$ cat src/rtl/sonar_scheduler.sv
// Round-robin ultrasonic ranger scheduler: fires one trig/echo pair at a time,
// times the echo pulse in centimetres and keeps a per-sensor distance bank and near flags.
module sonar_scheduler #(
   parameter int unsigned N_SENSORS    = 4,
   parameter int unsigned DIST_W       = 8,
   parameter int unsigned TRIG_CYCLES  = 500,
   parameter int unsigned CM_CYCLES    = 2900,
   parameter int unsigned RISE_TIMEOUT = 1_500_000,
   parameter int unsigned ECHO_TIMEOUT = 1_900_000,
   parameter int unsigned GAP_CYCLES   = 3_000_000,
   parameter int unsigned NEAR_CM      = 20
) (
   input  logic                                                 clk,
   input  logic                                                 rst_n,
   input  logic                                                 enable,
   input  logic [N_SENSORS-1:0]                                 sensor_mask,
   input  logic [N_SENSORS-1:0]                                 echo,
   output logic [N_SENSORS-1:0]                                 trig,
   output logic [N_SENSORS*DIST_W-1:0]                          dist_bank,
   output logic [N_SENSORS-1:0]                                 near,
   output logic                                                 result_valid,
   output logic [$clog2(N_SENSORS > 1 ? N_SENSORS : 2)-1:0]     result_idx,
   output logic [DIST_W-1:0]                                    result_dist,
   output logic                                                 result_tmo,
   output logic                                                 busy
);

   localparam int unsigned IDX_W = $clog2(N_SENSORS > 1 ? N_SENSORS : 2);
   localparam int unsigned CW    = IDX_W + 1;
   localparam int unsigned T_A   = (TRIG_CYCLES > RISE_TIMEOUT) ? TRIG_CYCLES : RISE_TIMEOUT;
   localparam int unsigned T_B   = (ECHO_TIMEOUT > GAP_CYCLES) ? ECHO_TIMEOUT : GAP_CYCLES;
   localparam int unsigned T_MAX = (T_A > T_B) ? T_A : T_B;
   localparam int unsigned TMR_W = $clog2(T_MAX + 1);
   localparam int unsigned PRE_W = $clog2(CM_CYCLES + 1);
   localparam logic [DIST_W-1:0] DIST_MAX = '1;

   typedef enum logic [2:0] {
      S_IDLE,
      S_TRIG,
      S_WAIT_RISE,
      S_MEASURE,
      S_GAP
   } state_t;

   state_t               state;
   state_t               state_nxt;
   logic [TMR_W-1:0]     tmr;
   logic [PRE_W-1:0]     pre;
   logic [DIST_W-1:0]    cm;
   logic [IDX_W-1:0]     sel;
   logic [IDX_W-1:0]     rr;
   logic [N_SENSORS-1:0] echo_s1;
   logic [N_SENSORS-1:0] echo_s2;
   logic [N_SENSORS-1:0] echo_prev;

   logic                 rise_c;
   logic                 fall_c;
   logic                 pick_found_c;
   logic [IDX_W-1:0]     pick_idx_c;
   logic [CW-1:0]        cand_c;
   logic [IDX_W-1:0]     rr_nxt_c;
   logic [DIST_W-1:0]    cm_step_c;
   logic                 wr_c;
   logic [DIST_W-1:0]    wr_dist_c;
   logic                 wr_tmo_c;
   logic [N_SENSORS-1:0] trig_nxt_c;
   logic                 wr_near_c;

   // Two-flop synchroniser plus one history stage for edge detection
   always_ff @(posedge clk or negedge rst_n) begin
      if (!rst_n) begin
         echo_s1   <= '0;
         echo_s2   <= '0;
         echo_prev <= '0;
      end else begin
         echo_s1   <= echo;
         echo_s2   <= echo_s1;
         echo_prev <= echo_s2;
      end
   end

   assign rise_c = echo_s2[sel] & ~echo_prev[sel];
   assign fall_c = ~echo_s2[sel] & echo_prev[sel];

   // First enabled sensor at or after the round-robin pointer; lowest offset wins
   always_comb begin
      pick_found_c = 1'b0;
      pick_idx_c   = '0;
      cand_c       = '0;
      for (int i = int'(N_SENSORS) - 1; i >= 0; i--) begin
         cand_c = CW'(rr) + CW'(i);
         if (cand_c >= CW'(N_SENSORS)) begin
            cand_c = cand_c - CW'(N_SENSORS);
         end
         if (sensor_mask[cand_c[IDX_W-1:0]]) begin
            pick_found_c = 1'b1;
            pick_idx_c   = cand_c[IDX_W-1:0];
         end
      end
   end

   assign rr_nxt_c  = (sel == IDX_W'(N_SENSORS - 1)) ? '0 : sel + IDX_W'(1);
   assign cm_step_c = (pre == PRE_W'(CM_CYCLES - 1) && cm != DIST_MAX) ? cm + DIST_W'(1) : cm;

   // FSM state register
   always_ff @(posedge clk or negedge rst_n) begin
      if (!rst_n) begin
         state <= S_IDLE;
      end else begin
         state <= state_nxt;
      end
   end

   // FSM next-state logic
   always_comb begin
      state_nxt = state;
      case (state)
         S_IDLE: begin
            if (enable && pick_found_c) state_nxt = S_TRIG;
         end
         S_TRIG: begin
            if (tmr == TMR_W'(TRIG_CYCLES - 1)) state_nxt = S_WAIT_RISE;
         end
         S_WAIT_RISE: begin
            if (rise_c) state_nxt = S_MEASURE;
            else if (tmr == TMR_W'(RISE_TIMEOUT - 1)) state_nxt = S_GAP;
         end
         S_MEASURE: begin
            if (fall_c || tmr == TMR_W'(ECHO_TIMEOUT - 1)) state_nxt = S_GAP;
         end
         S_GAP: begin
            if (tmr == TMR_W'(GAP_CYCLES - 1)) state_nxt = S_IDLE;
         end
         default: state_nxt = S_IDLE;
      endcase
   end

   // FSM outputs: result write strobe/payload and next trigger vector.
   // An echo that outlives its timeout reports the distance accrued up to the limit.
   always_comb begin
      wr_c       = 1'b0;
      wr_dist_c  = DIST_MAX;
      wr_tmo_c   = 1'b0;
      trig_nxt_c = '0;
      case (state)
         S_WAIT_RISE: begin
            if (!rise_c && tmr == TMR_W'(RISE_TIMEOUT - 1)) begin
               wr_c     = 1'b1;
               wr_tmo_c = 1'b1;
            end
         end
         S_MEASURE: begin
            if (fall_c) begin
               wr_c      = 1'b1;
               wr_dist_c = cm_step_c;
            end else if (tmr == TMR_W'(ECHO_TIMEOUT - 1)) begin
               wr_c      = 1'b1;
               wr_dist_c = cm_step_c;
               wr_tmo_c  = 1'b1;
            end
         end
         default: ;
      endcase
      if (state_nxt == S_TRIG) begin
         trig_nxt_c = N_SENSORS'(1) << ((state == S_IDLE) ? pick_idx_c : sel);
      end
   end

   assign wr_near_c = !wr_tmo_c && (32'(wr_dist_c) < NEAR_CM);

   // Slot timer, selection, round-robin pointer and echo-width counters
   always_ff @(posedge clk or negedge rst_n) begin
      if (!rst_n) begin
         tmr <= '0;
         pre <= '0;
         cm  <= '0;
         sel <= '0;
         rr  <= '0;
      end else begin
         if (state_nxt != state || state == S_IDLE) tmr <= '0;
         else tmr <= tmr + TMR_W'(1);

         if (state == S_IDLE && state_nxt == S_TRIG) sel <= pick_idx_c;

         if (state == S_MEASURE) begin
            pre <= (pre == PRE_W'(CM_CYCLES - 1)) ? '0 : pre + PRE_W'(1);
            cm  <= cm_step_c;
         end else begin
            pre <= '0;
            cm  <= '0;
         end

         if (state == S_GAP && state_nxt == S_IDLE) rr <= rr_nxt_c;
      end
   end

   // Registered outputs
   always_ff @(posedge clk or negedge rst_n) begin
      if (!rst_n) begin
         trig         <= '0;
         busy         <= 1'b0;
         dist_bank    <= '1;
         near         <= '0;
         result_valid <= 1'b0;
         result_idx   <= '0;
         result_dist  <= '0;
         result_tmo   <= 1'b0;
      end else begin
         trig         <= trig_nxt_c;
         busy         <= (state_nxt != S_IDLE);
         result_valid <= wr_c;
         if (wr_c) begin
            result_idx  <= sel;
            result_dist <= wr_dist_c;
            result_tmo  <= wr_tmo_c;
         end
         for (int i = 0; i < int'(N_SENSORS); i++) begin
            if (wr_c && sel == IDX_W'(i)) begin
               dist_bank[i*DIST_W +: DIST_W] <= wr_dist_c;
               near[i]                       <= wr_near_c;
            end
         end
      end
   end

endmodule
$ cat config.mk
export PLATFORM = sky130hd
export DESIGN_NAME = sonar_scheduler
export DESIGN_NICKNAME = d
export VERILOG_FILES = /design/src/rtl/sonar_scheduler.sv
export SDC_FILE = /design/constraint.sdc
export NUM_CORES = 1
export LEC_CHECK = 0
export ABC_AREA = 1
export BUFFER_PORTS_ARGS = -buffer_cell sky130_fd_sc_hd__buf_2
export CAP_MARGIN = 20
export CORE_MARGIN = 5
export CORE_UTILIZATION = 55
export DETAILED_ROUTE_END_ITERATION = 7
export PLACE_DENSITY = 0.81
export SLEW_MARGIN = 40
export SYNTH_ARGS = -nofsm -noshare
export SYNTH_HDL_FRONTEND = slang
export SYNTH_SLANG_ARGS = --single-unit
export TNS_END_PERCENT = 5
$ cat constraint.sdc
create_clock -name clk -period 2.2 [get_ports clk]
set_clock_uncertainty 0.1 [all_clocks]
set_input_delay 0.33 -clock clk [delete_from_list [all_inputs] [get_ports clk]]
set_output_delay 0.33 -clock clk [all_outputs]
set_load 0.02 [all_outputs]
==> impl_metrics.env, run 1 <==
export IMPL_synthToLayoutAreaGrowth_pct=22.09
export IMPL_m1WireLength_um=5898
export IMPL_final_util_pct=68.57
export IMPL_cts_tree="yes"
export IMPL_synth_seq_cells=114
export IMPL_path_buf_inv=2
export IMPL_route_met3_wl_um=670
export IMPL_relSlewSlack_pct=56.23
export IMPL_cts_max_level=4
export IMPL_hold_path_class="in -> reg"
export IMPL_ys_types=35
export IMPL_max_stage_delay_ps=410
export IMPL_io_buffers=63
export IMPL_ir_drop_mv=0.5755
export IMPL_p_int_w=0.003945
export IMPL_p_seq_share_pct=42.9
export IMPL_post_dp_hpwl_um=9466
export IMPL_clkPwrFrac_pct=53.9
export IMPL_grt_pass1_wl_um=23200
export IMPL_fp_coreArea_um2=10280
export IMPL_leakage_nw=3.467
export IMPL_die_width_um=112.4
export IMPL_gp_congestion=0.9245
export IMPL_row_count=37
export IMPL_cts_reportedPaths_clkPinSlew_ps=50
export IMPL_critPathLaunchType="flop"
export IMPL_drive_gt1_share_pct=26.78
export IMPL_crit_family="simple AND/OR/NAND/NOR gates"
export IMPL_cp_common_cell="nor2_1"
export IMPL_grt_util_all_layers_pct=22.65
export IMPL_syn_nets=708
export IMPL_routed_wirelength_um=13730
export IMPL_maxCapViolations=0
export IMPL_highest_layer="met4"
export IMPL_insertedDiodeCount=0
export IMPL_hold_ws_ps=239.9
export IMPL_cts_sinks=114
export IMPL_ys_seq_area_share_pct=50.12
export IMPL_first_pass_iters=5
export IMPL_vias=4954
export IMPL_ys_warn_count=0
export IMPL_arrival_ps=2420
export IMPL_dieHeight_um=112.4
export IMPL_critPathSlowestCell="dfrtp_1"
export IMPL_nNetsFinal=805
export IMPL_final_cells=935
export IMPL_hold_violations=0
export IMPL_wire_per_inst_um=14.69
export IMPL_outcome="finished clean"
export IMPL_setup_viol=0
export IMPL_netlist_instances=690
export IMPL_fin_setup_tns_ps=0
export IMPL_rsz0062_at_grt="yes"
export IMPL_vias_per_cell=5.298
export IMPL_end_kind="flop"
export IMPL_switching_power_w=0.001032
export IMPL_clock_latency_ps=530
export IMPL_avgSynthCellArea_um2=8.365
export IMPL_die_area_um2=12640
export IMPL_start_util_pct=56.16
export IMPL_max_freq_mhz=481.6
export IMPL_grt_overflow_total=0
export IMPL_drtIter0Drc=383
export IMPL_grt_pass1_vias=4862
export IMPL_tightest_slew_ps=656.6
export IMPL_wl_met2_um=6822
export IMPL_grt_max_degree=115
export IMPL_cts_made_buffers=17
export IMPL_power_frac_comb_pct=3.2
export IMPL_fin_crit_ps=2076
export IMPL_cts_root_buffer="clkbuf_8"
export IMPL_clockBufferDepth=2
export IMPL_synth_area_um2=5772
export IMPL_drc_errors=0
export IMPL_crit_path_max_fanout=10
export IMPL_p_sw_share_pct=20.73
export IMPL_critPathKind="reg -> reg"
export IMPL_ios=64
export IMPL_crit_chain="ha_4, nand3_4, inv_1, nand3_1, nor2_1, nand3_2, nand2_8, nand2_4, inv_2, nor2_1, a31oi_1"
export IMPL_fin_crit_sh_pct=94.38
export IMPL_grt_antenna_before_repair=0
export IMPL_power_density_nw_per_um2=706.2
export IMPL_antenna_left=0
export IMPL_critPathRequiredTime_ps=2550
export IMPL_dp_cells=892
export IMPL_slew_violations=0
cell usage in the layout (no fill, tap or decap), types with 10 or more instances in the layout:
cell	count
a21oi_1	13
a31oi_1	17
buf_2	62
buf_4	18
clkbuf_16	16
dfrtp_1	80
dfstp_2	32
inv_1	81
inv_2	10
nand2_1	149
nand2_2	10
nand3_1	36
nand4_1	19
nor2_1	95
nor2_2	26
o21ai_0	35
xor2_1	19
state kept, by name, indices dropped and copies added (netlist names):
name and cells:
result_tmo 1, near 4, echo_prev 4, result_valid 1, pre 12, rr 2
result_idx 2, result_dist 8, echo_s2 4, echo_s1 4, dist_bank 32, state 3
tmr 22, cm 8, sel 2, trig 4, busy 1
worst paths after layout:
check,startpoint,endpoint,slack (ps),cells after the start
hold reg to reg,echo_s1[2]$_DFF_PN0_,echo_s2[2]$_DFF_PN0_,250,0
min in group asynchronous,rst_n,rr[1]$_DFFE_PN0P_,270,3
setup reg to reg,tmr[0]$_DFF_PN0_,dist_bank[5]$_DFFE_PN1P_,120,11
max in group asynchronous,rst_n,sel[0]$_DFFE_PN0P_,1140,3
setup / recovery,tmr[0]$_DFF_PN0_,dist_bank[5]$_DFFE_PN1P_,120,11
hold / removal,enable,state[0]$_DFF_PN0_,240,7
synth_stat cells:
library cell,instances,area (µm²)
xor2_1,19,166.4
nor3_4,1,16.27
nor3_1,8,40.04
nand2_8,1,20.02
nand3_2,5,50.05
o21ai_1,1,5.000
inv_2,8,30.03
nor2_4,3,33.78
ha_1,7,87.58
buf_2,3,15.01
nand2_2,10,62.56
clkbuf_1,1,3.750
o21ai_0,35,175.2
nor2_1,100,375.4
nor2_2,23,143.9
buf_6,2,22.52
dfstp_2,32,840.8
and3_1,1,6.260
nand2_1,149,559.3
nor3_2,2,20.02
nand3b_1,1,7.510
nand3_4,2,35.03
o22ai_1,5,31.28
nand2_4,6,67.56
a31oi_1,17,106.4
a21oi_1,13,65.06
xnor2_1,6,52.55
inv_1,84,315.3
o21ai_4,1,16.27
nand4_1,19,118.9
nor3b_1,2,15.01
buf_4,3,22.52
nor4_1,2,12.51
nand3_1,36,180.2
dfrtp_1,82,2052
worst min-delay path: cells and delay by family:
kind / cells / cell delay, ps
buf+inv: 3 / 140
simple gates: 4 / 350
power groups by stage:
stage | combinational, W | sequential [W] | clock, W
floorplan | 0.0000647 | 0.00217 | 0
global placement | 0.000146 | 0.00217 | 0
detailed placement | 0.000151 | 0.00217 | 0
CTS | 0.000162 | 0.00213 | 0.00271
global route | 0.000182 | 0.00214 | 0.00281
finish | 0.000159 | 0.00213 | 0.00268
final cells by class:
class,instances,area (µm²)
fill,733,3231
tap,136,170.2
multi-input combinational,475,2526
clock inverter,6,107.6
inverter,92,347.8
clock buffer,25,464.2
sequential,114,2895
timing repair buffer,87,535.5
through the flow:
step	cell area, µm²	power, W	setup slack (ps)
6_report	7047	0.004976	123.7
5_1_grt	7047	0.005126	-15.96
4_1_cts	6935	0.005001	20.77
3_5_place_dp	6311	0.002317	-4.010
3_3_place_gp	6311	0.002312	70.36
2_1_floorplan	5772	0.002236	344.3
cells by family (layout without fill, tap and decap cells):
group	after synthesis	after routing	share of synthesized area, %
adder cells (fa/ha/maj)	7	7	1.517
buffers and inverters	101	210	7.088
AO/OA/AOI/OAI	72	72	6.915
AND/OR/NAND/NOR	371	371	30.57
XOR/XNOR	25	25	3.794
flip-flops	114	114	50.12
per-layer routing:
metal	global-route usage, %	vias to the layer above
li1	-	2389
met1	28.65	2374
met2	37.07	158
met3	5.768	33
met4	9.615	0
met5	0	-
what timing repair did:
action / CTS / global route
gates resized for setup: 1 / 18
endpoints found under the setup margin: 2 / 53
hold buffers: 5 / 0
hold endpoints to repair: 86 / 0
pin swaps: 0 / 3
setup buffers: 0 / 7
Power figures use the tool's default switching activity.
==> run 2: changes to the inputs <==
--- a/config.mk
+++ b/config.mk
@@ -9,9 +9,9 @@
 export BUFFER_PORTS_ARGS = -buffer_cell sky130_fd_sc_hd__buf_2
 export CAP_MARGIN = 20
 export CORE_MARGIN = 5
-export CORE_UTILIZATION = 55
+export CORE_UTILIZATION = 59
 export DETAILED_ROUTE_END_ITERATION = 7
-export PLACE_DENSITY = 0.81
+export PLACE_DENSITY = 0.85
 export SLEW_MARGIN = 40
 export SYNTH_ARGS = -nofsm -noshare
 export SYNTH_HDL_FRONTEND = slang
==> impl_metrics.env, run 2 (synthesis gave the netlist of run 1 again) <==
export IMPL_mostFrequentLayoutCell="nand2_1"
export IMPL_postPlaceCellArea_um2=6335
export IMPL_critPathSlowestCell="dfrtp_1"
export IMPL_clockBufferDepth=2
export IMPL_routed_wirelength_um=13980
export IMPL_dieHeight_um=108.9
export IMPL_fp_coreArea_um2=9639
export IMPL_hold_path_class="in -> async"
export IMPL_reg2reg_slack_ps=90
export IMPL_leakage_nw=3.462
export IMPL_drive_gt1_share_pct=26.82
export IMPL_critPathLaunch="tmr[0]$_DFF_PN0_"
export IMPL_grt_antenna_before_repair=0
export IMPL_crit_family="simple AND/OR/NAND/NOR gates"
export IMPL_seq_area_um2=2899
export IMPL_io_buffers=63
export IMPL_nNetsFinal=803
export IMPL_antenna_left=0
export IMPL_critPathRequiredTime_ps=2560
export IMPL_crit_end="tmr[18]$_DFF_PN0_"
export IMPL_fin_crit_sh_pct=96.05
export IMPL_fin_setup_tns_ps=0
export IMPL_wire_per_inst_um=15.01
export IMPL_tightest_slew_ps=562.2
export IMPL_final_cell_mix="nand2_1, nor2_1, inv_1"
export IMPL_max_flop_register="dist_bank"
export IMPL_slew_violations=0
export IMPL_critPathLaunchType="flop"
export IMPL_cts_reportedPaths_clkPinSlew_ps=60
export IMPL_dp_cells=891
export IMPL_r2r_end="tmr[18]$_DFF_PN0_"
export IMPL_hold_violations=0
export IMPL_ios=64
export IMPL_vias_per_cell=5.356
export IMPL_cts_max_level=4
export IMPL_drc_errors=0
export IMPL_insertedDiodeCount=0
export IMPL_clock_latency_ps=530
export IMPL_grt_util_all_layers_pct=25.28
export IMPL_max_stage_delay_ps=410
export IMPL_start_util_pct=59.88
export IMPL_cp_common_cell="nand2_1"
export IMPL_grt_max_degree=43
export IMPL_reg2reg_from="tmr[0]$_DFF_PN0_"
export IMPL_reg_largest_list="dist_bank: 32 flops, tmr: 22 flops, pre: 12 flops"
export IMPL_first_pass_iters=5
export IMPL_synthToLayoutAreaGrowth_pct=21.81
export IMPL_max_freq_mhz=473.2
export IMPL_grt_pass1_wl_um=23180
export IMPL_multi_input_area_um2=2519
export IMPL_fin_crit_ps=2113
export IMPL_vias=4986
export IMPL_ir_drop_mv=0.4732
export IMPL_fillers=665
export IMPL_cts_made_buffers=17
export IMPL_post_dp_hpwl_um=9203
export IMPL_cts_root_buffer="clkbuf_8"
export IMPL_cts_tree="yes"
export IMPL_rsz0062_at_grt="yes"
export IMPL_critPathKind="reg -> reg"
export IMPL_crit_chain="ha_4, nand2_1, inv_1, nand2_1, nor2_1, nand3_1, nand2_1, nand3_2, nor2_4, nand2_1, nand2_1, nand3_4, buf_12, nor2_2"
export IMPL_maxCapViolations=0
export IMPL_cts_sinks=114
export IMPL_grt_pass1_vias=4856
export IMPL_die_width_um=108.9
export IMPL_arrival_ps=2480
export IMPL_largest_reg_flops=32
export IMPL_outcome="finished clean"
export IMPL_fin_area_um2=7030
export IMPL_gp_congestion=0.9631
export IMPL_final_util_pct=72.94
export IMPL_die_area_um2=11860
export IMPL_crit_path_max_fanout=22
export IMPL_final_cells=931
export IMPL_grt_overflow_total=0
export IMPL_cp_num_cells=14
export IMPL_hold_ws_ps=196.4
export IMPL_drtIter0Drc=463
export IMPL_power_density_nw_per_um2=696.3
export IMPL_end_kind="flop"
export IMPL_relSlewSlack_pct=62.52
export IMPL_row_count=36
export IMPL_setup_viol=0
export IMPL_path_buf_inv=2
export IMPL_ff2ff_path_depth=14
-- run 2: cell count changes in the layout (fill, tap and decap cells not counted), moves of 2 or more --
cell	delta
inv_2	-4
buf_4	-3
dfrtp_1	-3
dfrtp_2	+3
inv_4	+3
a21oi_1	-2
a21oi_2	+2
clkinv_2	+2
-- run 2: timing repair --
item / in CTS / in global routing
hold endpoints to repair: 34 / 0
hold buffers: 5 / 0
setup endpoints to repair: 0 / 56
buffers inserted: 0 / 3
gates resized for setup: 0 / 22
-- run 2: per-stage QoR --
stage | worst slack, ps | power (W)
6_report | 86.81 | 0.004895
5_1_grt | -102.6 | 0.005052
4_1_cts | 25.57 | 0.004920
3_5_place_dp | 64.07 | 0.002321
3_3_place_gp | 165.3 | 0.002314
2_1_floorplan | 344.3 | 0.002236
-- run 2: area by class of cell --
class,instances,area share [%]
flip-flops and latches,114,41.24
multi-input cells,475,35.82
repair buffers,85,7.581
clock buffers,26,6.798
inverters,92,5.054
well taps,133,2.367
clock inverters,6,1.139
-- run 2: power by group --
| group | switching (W) | internal [W] | leakage [nW] |
|---|---|---|---|
| clock network | 0.000902 | 0.00169 | 0.277 |
| logic | 0.000114 | 0.0000510 | 1.78 |
| registers | 0.0000150 | 0.00212 | 1.41 |
| total | 0.00103 | 0.00386 | 3.46 |
-- run 2: metal layers --
layer | vias to the layer above | routed length (µm) | track usage [%] | part of all wire, %
met4 | 0 | 420 | 9.648 | 3.0
met2 | 174 | 7144 | 42.15 | 51
met1 | 2375 | 5706 | 31.63 | 41
met3 | 43 | 707 | 6.513 | 5.1
met5 | - | 0 | 0 | 0
li1 | 2394 | - | - | -
-- run 2: worst min path at each step --
stage / slack, ps / startpoint / endpoint / cells after the start
detailed placement: 210 / rst_n / trig[2]$_DFF_PN0_ / 1
finish: 200 / rst_n / trig[3]$_DFF_PN0_ / 2
global route: 230 / rst_n / rr[1]$_DFFE_PN0P_ / 2
global placement: 200 / rst_n / trig[0]$_DFF_PN0_ / 1
CTS: 200 / rst_n / rr[1]$_DFFE_PN0P_ / 2
floorplan: -70 / rst_n / busy$_DFF_PN0_ / 0
==> run 3: changes to the inputs <==
--- a/config.mk
+++ b/config.mk
@@ -5,13 +5,13 @@
 export SDC_FILE = /design/constraint.sdc
 export NUM_CORES = 1
 export LEC_CHECK = 0
-export ABC_AREA = 1
 export BUFFER_PORTS_ARGS = -buffer_cell sky130_fd_sc_hd__buf_2
 export CAP_MARGIN = 20
 export CORE_MARGIN = 5
-export CORE_UTILIZATION = 59
+export CORE_UTILIZATION = 58
 export DETAILED_ROUTE_END_ITERATION = 7
 export PLACE_DENSITY = 0.85
+export REMOVE_ABC_BUFFERS = 1
 export SLEW_MARGIN = 40
 export SYNTH_ARGS = -nofsm -noshare
 export SYNTH_HDL_FRONTEND = slang
==> impl_metrics.env, run 3 <==
export IMPL_critPathKind="reg -> reg"
export IMPL_synth_commonest_cells="dfrtp_1, nor2_1, nand2_1"
export IMPL_synth_seq_cells=114
export IMPL_relSlewSlack_pct=56.20
export IMPL_tightest_slew_ps=657.0
export IMPL_grt_pass1_wl_um=28970
export IMPL_violations="design-rule violations, negative setup slack"
export IMPL_yosys_area_share_xor_xnor_pct=5.932
export IMPL_arrival_ps=3220
export IMPL_first_pass_iters=8
export IMPL_reg2reg_from="tmr[12]$_DFF_PN0_"
export IMPL_cts_root_buffer="clkbuf_8"
export IMPL_reg2reg_slack_ps=-710
export IMPL_post_dp_hpwl_um=9462
export IMPL_synth_compound_area_share_pct=5.673
export IMPL_crit_chain="buf_4, nor4b_4, nand4_1, nor3_4, buf_4, buf_4, nand2_1, a31oi_4, buf_4, nor2_1"
export IMPL_yosysTopAreaCell="dfrtp_1"
export IMPL_fin_crit_ps=2911
export IMPL_cp_common_cell="buf_4"
export IMPL_route_met3_wl_um=2623
export IMPL_outcome="finished, violations left"
export IMPL_cts_reportedPaths_clkPinSlew_ps=70
export IMPL_hold_path_end="sel[0]$_DFFE_PN0P_"
export IMPL_fin_setup_tns_ps=-42100
export IMPL_highest_layer="met4"
export IMPL_power_density_nw_per_um2=640.7
export IMPL_critPathSlowestCell="nor3_4"
export IMPL_r2r_end="tmr[17]$_DFF_PN0_"
export IMPL_ff2ff_path_depth=10
export IMPL_grt_antenna_before_repair=0
export IMPL_die_area_um2=11180
export IMPL_rsz0062_at_grt="yes"
export IMPL_synth_edf_count=0
export IMPL_nNetsFinal=671
export IMPL_largest_reg_flops=32
export IMPL_hold_violations=0
export IMPL_synth_area_top_cells="dfrtp_1, dfstp_2, mux2_1"
export IMPL_ys_seq_area_share_pct=54.43
export IMPL_netlist_instances=473
export IMPL_cts_tree="yes"
export IMPL_synth_area_um2=5315
export IMPL_drc_errors=19
export IMPL_critPathLaunchType="flop"
export IMPL_hold_depth=4
export IMPL_vias_per_cell=6.873
export IMPL_cts_max_level=4
export IMPL_clockBufferDepth=2
export IMPL_fp_coreArea_um2=9065
export IMPL_grt_util_all_layers_pct=34.29
export IMPL_fin_crit_sh_pct=132.3
export IMPL_m1WireLength_um=6954
export IMPL_final_cell_mix="buf_4, dfrtp_1, buf_2"
export IMPL_die_width_um=105.7
export IMPL_dieHeight_um=105.7
export IMPL_reg_largest_list="dist_bank: 32 flops, tmr: 22 flops, pre: 12 flops"
export IMPL_grt_overflow_total=0
export IMPL_avgSynthCellArea_um2=11.24
export IMPL_crit_path_max_fanout=6
export IMPL_synth_top_family_by_area="simple AND/OR/NAND/NOR gates"
export IMPL_grt_max_degree=115
export IMPL_cts_sinks=114
export IMPL_leakage_nw=3.722
export IMPL_ir_drop_mv=0.5000
export IMPL_hold_path_class="in -> reg"
export IMPL_mostFrequentLayoutCell="buf_4"
export IMPL_post_synth_top_count_cell="dfrtp_1"
export IMPL_hold_ws_ps=87.13
export IMPL_max_flop_register="dist_bank"
export IMPL_gp_congestion=0.8960
export IMPL_synth_top_area_share_pct=38.61
export IMPL_row_count=35
export IMPL_antenna_left=0
export IMPL_max_freq_mhz=343.5
export IMPL_min_from="sensor_mask[0]"
export IMPL_async_flop_share_pct=100.0
export IMPL_synth_ff_type="dfrtp_1"
export IMPL_ys_warn_count=0
export IMPL_drive_gt1_share_pct=49.55
export IMPL_ys_types=63
export IMPL_wl_met2_um=10550
export IMPL_max_stage_delay_ps=450
export IMPL_routed_wirelength_um=22730
export IMPL_maxCapViolations=0
export IMPL_synthAdderAreaFrac_pct=1.648
export IMPL_cts_made_buffers=17
export IMPL_critPathRequiredTime_ps=2510
export IMPL_drtIter0Drc=607
export IMPL_clock_latency_ps=540
export IMPL_start_util_pct=58.63
export IMPL_synth_simple_area_share_pct=21.14
export IMPL_synthToLayoutAreaGrowth_pct=44.92
export IMPL_grt_pass1_vias=5240
export IMPL_vias=5340
export IMPL_insertedDiodeCount=0
export IMPL_fin_ws_ps=-710.9
export IMPL_slew_violations=0
export IMPL_end_kind="flop"
export IMPL_setup_viol=92
export IMPL_synth_mux_area_share_pct=9.251
export IMPL_io_buffers=63
export IMPL_ios=64
export IMPL_wire_per_inst_um=29.26
-- run 3: cell types whose count changed after synthesis, moves of 13 or more --
cell,previous run,this run
inv_1,84,7
xnor2_1,6,19
o21ai_0,35,3
nand2_1,149,56
mux2_1,0,30
nor2_1,100,57
a31oi_1,17,1
nor2_2,23,0
nand3_1,36,15
-- run 3: where the power goes --
| part | switching, W | internal [W] |
|---|---|---|
| logic | 0.0000625 | 0.0000365 |
| clock network | 0.00119 | 0.00153 |
| registers | 0.00000840 | 0.00211 |
-- run 3: what timing repair did --
item,4_1_cts,5_1_grt
hold endpoints to repair,86,0
setup buffers,9,12
setup endpoints to repair,82,85
gates resized for setup,53,55
cloned,2,1
pin swaps,26,18
hold buffers,5,0
-- run 3: through the flow --
| stage | power (W) | setup slack (ps) | util (%) | cells | cell area [µm²] |
|---|---|---|---|---|---|
| detailed placement | 0.002226 | -451.4 | 70.09 | 716 | 6354 |
| finish | 0.004935 | -710.9 | 84.97 | 777 | 7702 |
| CTS | 0.004848 | -243.8 | 80.43 | 764 | 7291 |
| floorplan | 0.002161 | -610.3 | - | 456 | 5239 |
| global route | 0.005027 | -693.8 | 84.97 | 777 | 7702 |
| global placement | 0.002223 | -348.0 | 70.09 | 716 | 6354 |
-- run 3: how the worst max path moves through the flow --
stage	to	from
finish	tmr[17]$_DFF_PN0_	tmr[12]$_DFF_PN0_
CTS	busy$_DFF_PN0_	tmr[12]$_DFF_PN0_
floorplan	tmr[10]$_DFF_PN0_	tmr[11]$_DFF_PN0_
global route	tmr[17]$_DFF_PN0_	tmr[12]$_DFF_PN0_
detailed placement	dist_bank[6]$_DFFE_PN1P_	tmr[11]$_DFF_PN0_
global placement	dist_bank[12]$_DFFE_PN1P_	sel[0]$_DFFE_PN0P_
-- run 3: cell type report --
cell class / count / area, µm²
tap: 111 / 138.9
fill: 383 / 1363
multi-input combinational: 337 / 2801
clock buffer: 17 / 414.1
inverter: 7 / 26.28
timing repair buffer: 176 / 1275
sequential: 114 / 2898
clock inverter: 15 / 148.9
-- run 3: kinds of logic after synthesis --
logic type,after synthesis
adder cells (fa/ha/maj),7
buffers and inverters,24
AND/OR/NAND/NOR,211
multiplexers,42
AO/OA/AOI/OAI,39
flip-flops,114
XOR/XNOR,36
-- run 3: layer usage --
layer / vias to the layer above / global-route usage, %
li1: 2013 / -
met5: - / 0
met1: 2546 / 36.68
met4: 0 / 21.92
met2: 537 / 59.24
met3: 244 / 9.737
-- run 3: worst max-delay path: cells and delay by family (launching register included) --
kind                   cells  cell delay, ps
and+or+nand+nor            5            1320
DFF                        1             420
buffers and inverters      4             670
AOI/OAI and AO/OA          1             270
